### src/rtl/mux2to1_arbiter.sv
// Arbiter for two requesters sharing one 2:1 mux: round-robin with bounded hold and a one-cycle TURN gap.
// Optional build macro MUX_ARB_FIXED_PRIO_EN: A has fixed priority and only B is preempted.
module mux2to1_arbiter #(
    parameter int HOLD_MAX = 8,
    parameter int CNT_W    = $clog2(HOLD_MAX + 1)
) (
    input  logic       clk,
    input  logic       rst_n,
    input  logic       req_a,
    input  logic       req_b,
    output logic       gnt_a,
    output logic       gnt_b,
    output logic       sel,
    output logic       busy,
    output logic [1:0] state_o
);

    localparam logic [1:0] ST_IDLE  = 2'd0;
    localparam logic [1:0] ST_OWN_A = 2'd1;
    localparam logic [1:0] ST_OWN_B = 2'd2;
    localparam logic [1:0] ST_TURN  = 2'd3;

    localparam logic [CNT_W-1:0] HOLD_LAST = CNT_W'(HOLD_MAX - 1);

    logic [1:0]       state_q, state_d;
    logic             gnt_a_q, gnt_a_d;
    logic             gnt_b_q, gnt_b_d;
    logic             sel_q, sel_d;
    logic [CNT_W-1:0] hold_cnt_q, hold_cnt_d;
    logic             last_q, last_d;   // 0 = A owned last, 1 = B owned last

    logic a_wins_tie;
    logic a_preemptible;
    logic at_limit;

`ifdef MUX_ARB_FIXED_PRIO_EN
    assign a_wins_tie    = 1'b1;
    assign a_preemptible = 1'b0;
`else
    assign a_wins_tie    = last_q;
    assign a_preemptible = 1'b1;
`endif

    assign at_limit = (hold_cnt_q == HOLD_LAST);

    always_comb begin
        state_d = state_q;
        sel_d   = sel_q;
        case (state_q)
            ST_IDLE: begin
                if (req_a && (!req_b || a_wins_tie)) begin
                    state_d = ST_OWN_A;
                    sel_d   = 1'b0;
                end else if (req_b) begin
                    state_d = ST_OWN_B;
                    sel_d   = 1'b1;
                end
            end
            ST_OWN_A: begin
                if (req_b && (!req_a || (a_preemptible && at_limit))) begin
                    state_d = ST_TURN;
                    sel_d   = 1'b1;
                end else if (!req_a) begin
                    state_d = ST_IDLE;
                end
            end
            ST_OWN_B: begin
                if (req_a && (!req_b || at_limit)) begin
                    state_d = ST_TURN;
                    sel_d   = 1'b0;
                end else if (!req_b) begin
                    state_d = ST_IDLE;
                end
            end
            ST_TURN: begin
                // sel already points at the target; the previous owner is the other side.
                if (sel_q ? req_b : req_a) begin
                    state_d = sel_q ? ST_OWN_B : ST_OWN_A;
                end else if (sel_q ? req_a : req_b) begin
                    state_d = sel_q ? ST_OWN_A : ST_OWN_B;
                    sel_d   = ~sel_q;
                end else begin
                    state_d = ST_IDLE;
                end
            end
            default: begin
                state_d = ST_IDLE;
            end
        endcase
    end

    always_comb begin
        gnt_a_d    = (state_d == ST_OWN_A);
        gnt_b_d    = (state_d == ST_OWN_B);
        last_d     = last_q;
        hold_cnt_d = hold_cnt_q;
        if ((gnt_a_d || gnt_b_d) && (state_d != state_q)) begin
            hold_cnt_d = '0;
            last_d     = gnt_b_d;
        end else if ((gnt_a_d || gnt_b_d) && !at_limit) begin
            hold_cnt_d = hold_cnt_q + CNT_W'(1);
        end
    end

    always_ff @(posedge clk or negedge rst_n) begin
        if (!rst_n) begin
            state_q    <= ST_IDLE;
            gnt_a_q    <= 1'b0;
            gnt_b_q    <= 1'b0;
            sel_q      <= 1'b0;
            hold_cnt_q <= '0;
            last_q     <= 1'b1;
        end else begin
            state_q    <= state_d;
            gnt_a_q    <= gnt_a_d;
            gnt_b_q    <= gnt_b_d;
            sel_q      <= sel_d;
            hold_cnt_q <= hold_cnt_d;
            last_q     <= last_d;
        end
    end

    assign gnt_a   = gnt_a_q;
    assign gnt_b   = gnt_b_q;
    assign sel     = sel_q;
    assign busy    = gnt_a_q | gnt_b_q;
    assign state_o = state_q;

endmodule
### config.mk
export PLATFORM = sky130hd
export DESIGN_NAME = mux2to1_arbiter
export DESIGN_NICKNAME = d
export VERILOG_FILES = /design/src/rtl/mux2to1_arbiter.sv
export SDC_FILE = /design/constraint.sdc
export NUM_CORES = 1
export LEC_CHECK = 0
export ABC_AREA = 1
export BUFFER_PORTS_ARGS = -buffer_cell sky130_fd_sc_hd__buf_2
export CAP_MARGIN = 40
export CORE_UTILIZATION = 50
export DETAILED_ROUTE_END_ITERATION = 12
export PLACE_DENSITY = 0.81
export REMOVE_ABC_BUFFERS = 1
export SLEW_MARGIN = 15
export SYNTH_ARGS = -nofsm -noshare
export SYNTH_HDL_FRONTEND = slang
export SYNTH_SLANG_ARGS = --single-unit
### constraint.sdc
create_clock -name clk -period 2.5 [get_ports clk]
set_clock_uncertainty 0.2 [all_clocks]
set_input_delay 0.25 -clock clk [delete_from_list [all_inputs] [get_ports clk]]
set_output_delay 0.25 -clock clk [all_outputs]
set_load 0.05 [all_outputs]
# After elaboration in Yosys (flattened, before gate mapping)

Index checks and enable logic that the tools add are counted.

Input bits: 4
Memories kept: 0
Bits in registers: 10
Memory bits (writable): 0
Latch bits: 0
Output and inout bits: 6
Word-level logic and storage cells: 58
Bits in read-only memories: 0

Add/subtract/negate cells: 1
Multipliers: 0
Shift operators: 0
Multiplexer cells: 22
Magnitude comparators: 0
Div/mod/pow operators: 0
Reductions and logical operators: 15
Equality and inequality tests: 12
Bitwise operators: 2

Operators by type and width:

| kind                | number |
|---|---|
| $mux 2              | 10 |
| $mux 1              | 8 |
| $mux 4              | 2 |
| $ne 2x2->1 const B  | 4 |
| $pmux 2 s4          | 1 |
| $eq 2x2->1 const B  | 3 |
| $logic_and 1x1->1   | 5 |
| $reduce_and 5->1    | 1 |
| $add 4x1->4 const B | 1 |
| $eq 2x1->1 const B  | 2 |
| $eq 4x3->1 const B  | 1 |
| $logic_or 1x1->1    | 4 |
| $pmux 1 s4          | 1 |
| $logic_not 1->1     | 3 |
| $ne 3x3->1 const B  | 1 |
| $logic_not 2->1     | 1 |
| $ne 2x2->1          | 1 |
| $reduce_bool 2->1   | 1 |
| $not 1->1           | 1 |
| $or 1x1->1          | 1 |

# Depth between registers and ports, before layout

Depth in word-level cells: 10
Gate-level depth with buffers: 15
Depth with buffers taken out: 14

# Worst setup path after synthesis

OpenSTA, ideal clock, no wires.

Path type: reg2reg
From: reg state_q[1], in the netlist state_o[1]
To: reg hold_cnt_q[3]
Buffers on the path: 0
Required time: 2.223 ns
Cell stages (with the launch flop): 13
Library setup time: 0.077 ns
Slack: 0.075 ns
Clock period less this slack: 2.425 ns
Data arrival time: 2.148 ns
Path through: dfrtp_1 nand2_1 nor2_2 a21oi_4 nand3_1 inv_1 ha_1 inv_1 nand2_1 inv_1 nand4_1 xor2_1 a21oi_1

Longest elaborated chain between the ends: 7
Elaborated cells on any way between the ends: 19
Classes of those cells: eq/ne (6); mux (8); reduce/logical (5)

RTL lines:

| item                                               | RTL line   | source |
|---|---|---|
| start: declaration                                 | 25         | `logic [1:0] state_q, state_d;` |
| start signal: assignment                           | 114        | `state_q <= state_d;` |
| $mux 2, on equally long branches                   | 71, 54, 63 |  |
| $mux 2, on equally long branches                   | 68, 51, 60 |  |
| $pmux 2 s4                                         | 49         | `case (state_q)` |
| $eq 2x1->1 / $eq 2x2->1 (equally long branches)    | 93, 94     |  |
| $logic_or 1x1->1                                   | 97, 100    |  |
| $logic_and 1x1->1, on equally long branches        | 97, 100    |  |
| $mux 4 / $reduce_bool 2->1 (equally long branches) | n/a        |  |
| end signal: assignment                             | 118        | `hold_cnt_q <= hold_cnt_d;` |
| end: declaration                                   | 29         | `logic [CNT_W-1:0] hold_cnt_q, hold_cnt_d;` |

Several ways; a longest one is shown, not always the timed one.
A chain may end at the register's enable or synchronous reset.

# Worst setup path in the final report

From: reg hold_cnt_q[1]
To: reg hold_cnt_q[2]

Longest elaborated chain between the ends: 9
Elaborated cells on any way between the ends: 19
Classes of those cells: add/sub (1); eq/ne (4); mux (5); reduce/logical (9)

RTL lines:

| item                                               | RTL line | source |
|---|---|---|
| $eq 4x3->1                                         | 44       | `assign at_limit = (hold_cnt_q == HOLD_LAST);` |
| $logic_or 1x1->1, on equally long branches         | 68, 60   |  |
| $logic_and 1x1->1, on equally long branches        | 68, 60   |  |
| $mux 2, on equally long branches                   | 68, 60   |  |
| $pmux 2 s4                                         | 49       |  |
| $eq 2x1->1 / $eq 2x2->1 (equally long branches)    | 93, 94   |  |
| $logic_or 1x1->1                                   | 97, 100  |  |
| $logic_and 1x1->1, on equally long branches        | 97, 100  |  |
| $mux 4 / $reduce_bool 2->1 (equally long branches) | n/a      |  |

Several ways; a longest one is shown, not always the timed one. The select of a mux whose other input is x is not followed.

==> out/results.ini <==
[critical_path]
worstPathMaxFanout=6
worst-setup-path-type=reg -> reg
r2r_slack_ns=0.19
end_kind=flop
crit_family=adder cells
crit_path_top_delay_cell=dfrtp_1
cpPeakStageDelay_ns=0.39
path_cells=ha_2 > nand3_2 > nand2_1 > nand3_1 > nand3_1 > inv_1 > ha_1 > inv_1 > buf_4 > a21oi_1 > a31o_2 > a21oi_1
required_ns=2.50
arrival_ns=2.31
crit_buf_inv=3
start_kind=flop

[yosys]
yosysSeqAreaShare_pct=35.8
synth_seq_cells=10
synth_cells=93
syn_avg_cell_area_um2=7.56
synthesis.area_um2=703
synth_cell_type_count=22
yosysWarnings=0

[floorplanning]
die_area_um2=1560
boundaryPins=10
num_rows=13
fp.coreArea_um2=1300
die_h_um=39.5
start_util_pct=54.0
fp.dieW_um=39.5

[finish]
finalNetCount=114
drive_gt1_share_pct=34.0
postLayoutCoreUtil_pct=61.9
stdcell_area_um2=806
antennaDiodeCount=0
syn_to_final_growth_pct=14.6

[place]
portBuffers=9
gp_congestion=0.935
dp_hpwl_um=1110
placed_area_um2=752
dp_slack_ns=0.158

[outcome]
status=finished clean

[clocking]
cts_tree=yes
clock_path_buffers=2
h-tree-depth=1
numClockSinks=10
clock-root-buffer=clkbuf_4
cts_buffers=3
clkTransAtPathRegs_ns=0.07
clk_latency_ns=0.27
postCtsSetupBuffers=0

[timing]
finalHoldViolations=0
rsz0062_at_grt=false
tns_ns=0
min_period_ns=2.31
tightest_slew_ns=0.270
fmax_mhz=432
fin_crit_sh_pct=92.6
setup_ws_ns=0.185
timing.slew.headroom_pct=81.8
slew_violations=0
finalSetupViolations=0

[global_routing]
grt_pass1_vias=545
grt_pass1_wl_um=2200
grt_util_all_layers_pct=21.6
grt_antenna_before_repair=0
grt_max_degree=11
grt-ovfl-total=0

[route]
post-route-drc-count=0
drtIter0Drc=33
num_vias=667
ant_nets=0
wirelength_um=1500
vias_per_cell=5.51
post_drt_wl_per_cell_um=12.4
dr.pass1.iters=5

[worst_hold_path]
hp-class=in -> async

[run]
drv_cap=0

## cells by family (layout without fill, tap and decap cells)
kind of cell	after synthesis	count (layout)	synth area share [%]
and+or+nand+nor	51	51	34.5
buffers and inverters	15	28	10.1
AOI/OAI and AO/OA	12	12	11.7
DFF	10	10	35.8
adders and majority gates	3	3	5.34
xor gates and xnor gates	2	2	2.49
## cell usage after synthesis
cell / count / area, µm²
o21ai_1: 1 / 5.00
nand2_4: 1 / 11.3
a21oi_4: 1 / 16.3
buf_6: 2 / 22.5
ha_1: 3 / 37.5
dfstp_2: 1 / 26.3
inv_1: 9 / 33.8
or2_2: 1 / 6.26
a31o_2: 1 / 8.76
nor2_1: 6 / 22.5
nand4_1: 3 / 18.8
o21ai_2: 1 / 8.76
a21oi_1: 5 / 25.0
xor2_1: 2 / 17.5
nand2_2: 5 / 31.3
nand2_1: 22 / 82.6
o21ai_0: 2 / 10.0
nor2_2: 4 / 25.0
nand3_1: 9 / 45.0
o2111ai_1: 1 / 8.76
inv_2: 4 / 15.0
dfrtp_1: 9 / 225
## timing repair
action | in CTS | in global routing
endpoints found under the hold margin | 10 | 0
gates resized for setup | 0 | 3
hold buffers | 1 | 0
setup endpoints to repair | 0 | 2
## worst register-to-register path, delay by kind of cell (launching register included)
family                   cells  cell delay [ns]
flip-flops                   1             0.39
buffers and inverters        3             0.28
AO/OA/AOI/OAI                3             0.41
adder cells (fa/ha/maj)      2             0.51
AND/OR/NAND/NOR              4             0.46
## state kept, by name (all words and copies together) (netlist names)
name and flops:
a_wins_tie 1, gnt_a 1, gnt_b 1, hold_cnt_q 4
sel 1, state_o 2
## final cells by class
class                   count  area (µm²)
fillers                   125         495
well taps                  15        18.8
flip-flops and latches     10         251
repair buffers             11        62.6
inverters                  13        48.8
multi-input cells          68         388
clock buffers               4        36.3
## per-layer routing
metal	GRT usage, %	vias to the layer above	share of wire, %
met2	34.4	28	49
li1	-	327	-
met5	0	-	0
met3	5.11	6	5.0
met1	26.9	306	44
met4	10.3	0	1.6
## through the flow
step	instances	hold WS [ns]
global placement	116	-0.0834
floorplan	91	-0.246
finish	121	0.160
global route	121	0.194
CTS	121	0.162
detailed placement	116	-0.0778
## final timing paths
path | from | cells past startpoint | endpoint
setup / recovery | hold_cnt_q[1]$_DFFE_PN0P_ | 12 | hold_cnt_q[2]$_DFFE_PN0P_
hold / removal | rst_n | 2 | hold_cnt_q[1]$_DFFE_PN0P_
setup reg to reg | hold_cnt_q[1]$_DFFE_PN0P_ | 12 | hold_cnt_q[2]$_DFFE_PN0P_
hold reg to reg | a_wins_tie$_DFFE_PN1P_ | 2 | a_wins_tie$_DFFE_PN1P_
max in group asynchronous | rst_n | 2 | a_wins_tie$_DFFE_PN1P_
min in group clk | req_b | 3 | state_o[1]$_DFF_PN0_
## cell usage in the layout (no fill, tap or decap), types with 2 or more instances in the layout
cell type and instances:
clkbuf_4 3, dfrtp_1 9, nand2_2 5, nand3_1 8, nor2_2 4, a21oi_1 5, xor2_1 2, o21ai_0 2
inv_1 8, nand4_1 3, inv_2 5, ha_1 2, buf_2 9, nor2_1 6, nand2_1 22
Power is left out: the tool's default activity adds up to more than one toggle a clock period on the data nets, which glitch-free logic cannot reach.
